<file path="src/rtl/regfile_write_arbiter.sv">
// ============================================================================
// Module  : regfile_write_arbiter
// Brief   : Round-robin arbiter for the register-file write port, with a
//           one-entry write stage and read-data forwarding.
// Revision: 1.0 - initial release
// ============================================================================
`default_nettype none

module regfile_write_arbiter #(
  parameter int Addr_width = 4,
  parameter int data_width = 8
) (
  input  logic                  clk,
  input  logic                  rst_n,
  input  logic                  req0_valid,
  input  logic [Addr_width-1:0] req0_addr,
  input  logic [data_width-1:0] req0_data,
  output logic                  req0_ready,
  input  logic                  req1_valid,
  input  logic [Addr_width-1:0] req1_addr,
  input  logic [data_width-1:0] req1_data,
  output logic                  req1_ready,
  input  logic                  hold,
  input  logic [Addr_width-1:0] rd_addr_1,
  input  logic [Addr_width-1:0] rd_addr_2,
  output logic [data_width-1:0] rd_data_1,
  output logic [data_width-1:0] rd_data_2,
  output logic                  we,
  output logic [Addr_width-1:0] addr_w,
  output logic [data_width-1:0] data_w,
  output logic [Addr_width-1:0] addr_r_1,
  output logic [Addr_width-1:0] addr_r_2,
  input  logic [data_width-1:0] data_r_1,
  input  logic [data_width-1:0] data_r_2,
  output logic [15:0]           wr_count
);

  logic                  r_stg_valid;
  logic [Addr_width-1:0] r_stg_addr;
  logic [data_width-1:0] r_stg_data;
  logic                  r_ptr;
  logic [15:0]           r_wr_count;

  logic w_we;
  logic w_free;
  logic w_grant0;
  logic w_grant1;
  logic w_accept;

  assign w_we   = r_stg_valid & ~hold;
  // The stage can take a new entry in the same cycle its current one commits.
  assign w_free = ~r_stg_valid | w_we;

  assign w_grant0 = req0_valid & (~req1_valid | ~r_ptr);
  assign w_grant1 = req1_valid & (~req0_valid |  r_ptr);

  assign req0_ready = w_grant0 & w_free;
  assign req1_ready = w_grant1 & w_free;
  assign w_accept   = req0_ready | req1_ready;

  always_ff @(posedge clk or negedge rst_n) begin
    if (!rst_n) begin
      r_stg_valid <= 1'b0;
      r_stg_addr  <= '0;
      r_stg_data  <= '0;
      r_ptr       <= 1'b0;
      r_wr_count  <= 16'd0;
    end else begin
      if (w_accept) begin
        r_stg_valid <= 1'b1;
        r_stg_addr  <= req1_ready ? req1_addr : req0_addr;
        r_stg_data  <= req1_ready ? req1_data : req0_data;
        r_ptr       <= ~req1_ready;
      end else if (w_we) begin
        r_stg_valid <= 1'b0;
      end
      if (w_we) begin
        r_wr_count <= r_wr_count + 16'd1;
      end
    end
  end

  assign we       = w_we;
  assign addr_w   = r_stg_addr;
  assign data_w   = r_stg_data;
  assign wr_count = r_wr_count;

  assign addr_r_1 = rd_addr_1;
  assign addr_r_2 = rd_addr_2;

  // Forwarding stays active under hold so readers never see stale memory.
  assign rd_data_1 = (r_stg_valid && (r_stg_addr == rd_addr_1)) ? r_stg_data : data_r_1;
  assign rd_data_2 = (r_stg_valid && (r_stg_addr == rd_addr_2)) ? r_stg_data : data_r_2;

endmodule

`default_nettype wire

</file>
<file path="config.mk">
export PLATFORM = sky130hd
export DESIGN_NAME = regfile_write_arbiter
export DESIGN_NICKNAME = d
export VERILOG_FILES = /design/src/rtl/regfile_write_arbiter.sv
export SDC_FILE = /design/constraint.sdc
export NUM_CORES = 1
export LEC_CHECK = 0
export ABC_AREA = 1
export BUFFER_PORTS_ARGS = -buffer_cell sky130_fd_sc_hd__buf_2
export CORE_MARGIN = 3
export CORE_UTILIZATION = 44
export DETAILED_ROUTE_END_ITERATION = 7
export PLACE_DENSITY = 0.8
export SYNTH_ARGS = -nofsm -noshare
export SYNTH_HDL_FRONTEND = slang
export SYNTH_SLANG_ARGS = --single-unit
</file>
<file path="constraint.sdc">
create_clock -name clk -period 1.4 [get_ports clk]
set_input_delay 0.28 -clock clk [delete_from_list [all_inputs] [get_ports clk]]
set_output_delay 0.28 -clock clk [all_outputs]
set_load 0.02 [all_outputs]
</file>
==> metrics.txt <==
Port-buffer cells 107; Synth Instances 277; DR vias/cell 4.93; Finished Layout Cells about 460; DP HPWL 4.36 mm; overall die height 72.0 µm; Num CTS Buffers 5; Async S/R FF share, synth 1.00; crit path time final 1860 ps; Final WS setup -461 ps; unrepaired setup endpoints after global routing yes; WL met3 461 µm; sw power 1.99 mW; final-report hold violation count 0; I/O pin count between 100 and 150; Crit. End Element output port; R2R cell count 9; chip width 72.0 µm; die area approximately 0.0052 mm²; Fill cells 290; CTS clk-pin slew, worst paths 60 ps; Clock power frac 0.161; H-tree depth 2; first-pass GRT wire length 10.1 mm; Worst Skew 3.60 ps; routed length per instance 14.3 µm; Routed WL 6.50 mm; gr usage total 0.253; gpl congestion 0.833; CTS tree built; Critical R2R Launch r_stg_valid$_DFFE_PN0P_; WS Path Type flip-flop to output port; Antenna diodes 0; Leakage approximately 1.7 nW; number of DRC markers in iteration 0 85; crit-path max FO 8; placed instance count 431; pre-CTS setup slack -162 ps; pin count of the biggest net entering global routing 25; critical path arrival 1580 ps; violated checks setup timing; Core ar. 0.00409 mm²; ys flop type dfrtp_1; Worst Tran Pin Value about 530 ps; Worst-Skew Late Latency roughly 280 ps; HP Class primary input to flip-flop; Top Metal Used met4; clock sinks 30; share of cells above drive strength 1 0.504; initial antenna violation count 0; Yosys cell types 22; combinational power share 0.522; Synth-to-Final Area Change 66.0%; final sum of negative setup slack -11500 ps; DR pass1 iterations 4; Root Driver clkbuf_8; DR WL met2 3.42 mm; Rows 23; fin crit share 1.33; Post-synth EDFFs 0; Seq/Total Area, Yosys 0.392; Final ANT Viol Nets 0; Int Pwr ~2.4 mW; Multi-input gate area 0.00125 mm²; Slew Limit Fails 0; mean post-synth cell area 6.91 µm²; MaxCap Viol Count 0; switch share 0.455; Ys Warns 0; syn_nets 331; Critical R2R Capture data_w[0]$_DFFE_PN0P_; # nets final about 460; total global routing overflow 0; Mapped Area 0.00191 mm²; Crit. Startpoint addr_w[2]$_DFFE_PN0P_; CP startpoint kind flip-flop; CP required 1120 ps; PD cells around 1400 mW/mm²; met1 wire length between 2 and 2.5 mm; Register Area 756 µm²; Setup crit end rd_data_1[4]; Vias 2243; initial core utilization 0.468; vias in the first global route about 2200; status complete, but fails checks; maximum clock frequency ~0.54 GHz; Sequential Power Share 0.317; maximum clock path buffer count 2; Remaining DRCs 0; Setup violations, final between 40 and 50; total power 4.38 mW; reg-to-reg setup timing slack -200 ps; Max VDD drop ~1.1 mV; Yosys reg bits 30; Rel. slew slack 0.649
-- Yosys cell counts (4+ instances only) --
cell type  count  share of area
buf_4          9          0.035
nor2_2         4          0.013
nand2_1       86           0.17
o21ai_1       29          0.076
inv_1         33          0.065
xnor2_1        4          0.018
nor2_1        32          0.063
nand3_1        6          0.016
dfrtp_1       30           0.39
nand4_1       11          0.036
xor2_1         7          0.032
o21ai_0        6          0.016
inv_2          6          0.012
-- layout by cell type, fill, tap and decap left out, types with 6 or more instances in the layout --
cell type / n
buf_2: 95
nand2_1: 61
inv_1: 32
nor2_1: 28
dfrtp_1: 26
o21ai_1: 21
buf_6: 18
nand2_2: 15
buf_4: 14
nand4_1: 11
nand2_4: 9
o21ai_4: 8
nor2_2: 7
xor2_1: 6
clkbuf_8: 6
-- layout make-up --
| cell class | instances | area share |
|---|---|---|
| tap | 50 | 0.0197 |
| clock inverter | 1 | 0.00157 |
| multi-input combinational | 196 | 0.393 |
| inverter | 40 | 0.0504 |
| sequential | 30 | 0.238 |
| timing repair buffer | 131 | 0.271 |
| clock buffer | 7 | 0.0272 |
-- sequential cells by signal, summed over array words and instances, names as in the netlist --
signal and cells:
r_stg_valid 1, wr_count 16, r_ptr 1, data_w 8
addr_w 4
-- repair_timing --
action / 4_1_cts / 5_1_grt
hold buffers: 1 / 0
gates resized for setup: 77 / 9
endpoints found under the setup margin: 21 / 40
gates cloned: 3 / 0
pin swaps: 10 / 7
buffers inserted: 8 / 5
hold endpoints to repair: 23 / 0
-- power groups by stage --
stage                     Combinational [mW]  Clock, mW  Sequential [mW]
after CTS                               2.21      0.726             1.37
after floorplan                         1.00          0             1.59
after global placement                  1.80          0             1.36
final                                   2.29      0.706             1.39
after detailed placement                1.83          0             1.38
after global routing                    2.46      0.766             1.42
-- through the flow --
step	utilization	hold slack (ps)	cell area (µm²)
2_1_floorplan	-	-15.6	2050
3_3_place_gp	0.643	285	2630
3_5_place_dp	0.643	291	2630
4_1_cts	0.762	250	3120
5_1_grt	0.778	254	3180
6_report	0.778	255	3180
-- how the worst min path moves through the flow --
stage | startpoint | end | slack (ps) | cells past startpoint
finish | req0_addr[0] | addr_w[0]$_DFFE_PN0P_ | 260 | 3
global route | req0_addr[0] | addr_w[0]$_DFFE_PN0P_ | 250 | 3
CTS | req0_addr[0] | addr_w[0]$_DFFE_PN0P_ | 250 | 3
detailed placement | rst_n | wr_count[11]$_DFFE_PN0P_ | 290 | 1
global placement | rst_n | wr_count[10]$_DFFE_PN0P_ | 290 | 1
floorplan | rst_n | addr_w[0]$_DFFE_PN0P_ | -20 | 0
-- worst max-delay path: stages (launching register included) --
cell	delay (ps)
dfrtp_2	440
nor2_2	90
nor2_1	50
nor2_2	120
nand3_4	140
buf_16	190
o21ai_4	140
buf_6	140
-- kinds of logic (layout without fill, tap and decap cells) --
kind of cell / after synthesis / count (layout) / synth area share
DFF: 30 / 30 / 0.392
buffers and inverters: 53 / 179 / 0.127
xor gates and xnor gates: 11 / 11 / 0.0503
and+or+nand+nor: 146 / 148 / 0.329
adders and majority gates: 1 / 1 / 0.00653
AOI/OAI and AO/OA: 36 / 36 / 0.0941
-- layer usage --
metal,vias up,global-route usage
met3,19,0.0568
met4,0,0.119
met1,1007,0.270
li1,1114,-
met2,103,0.468
met5,-,0
Note: power is estimated with default switching activity, not from simulation.
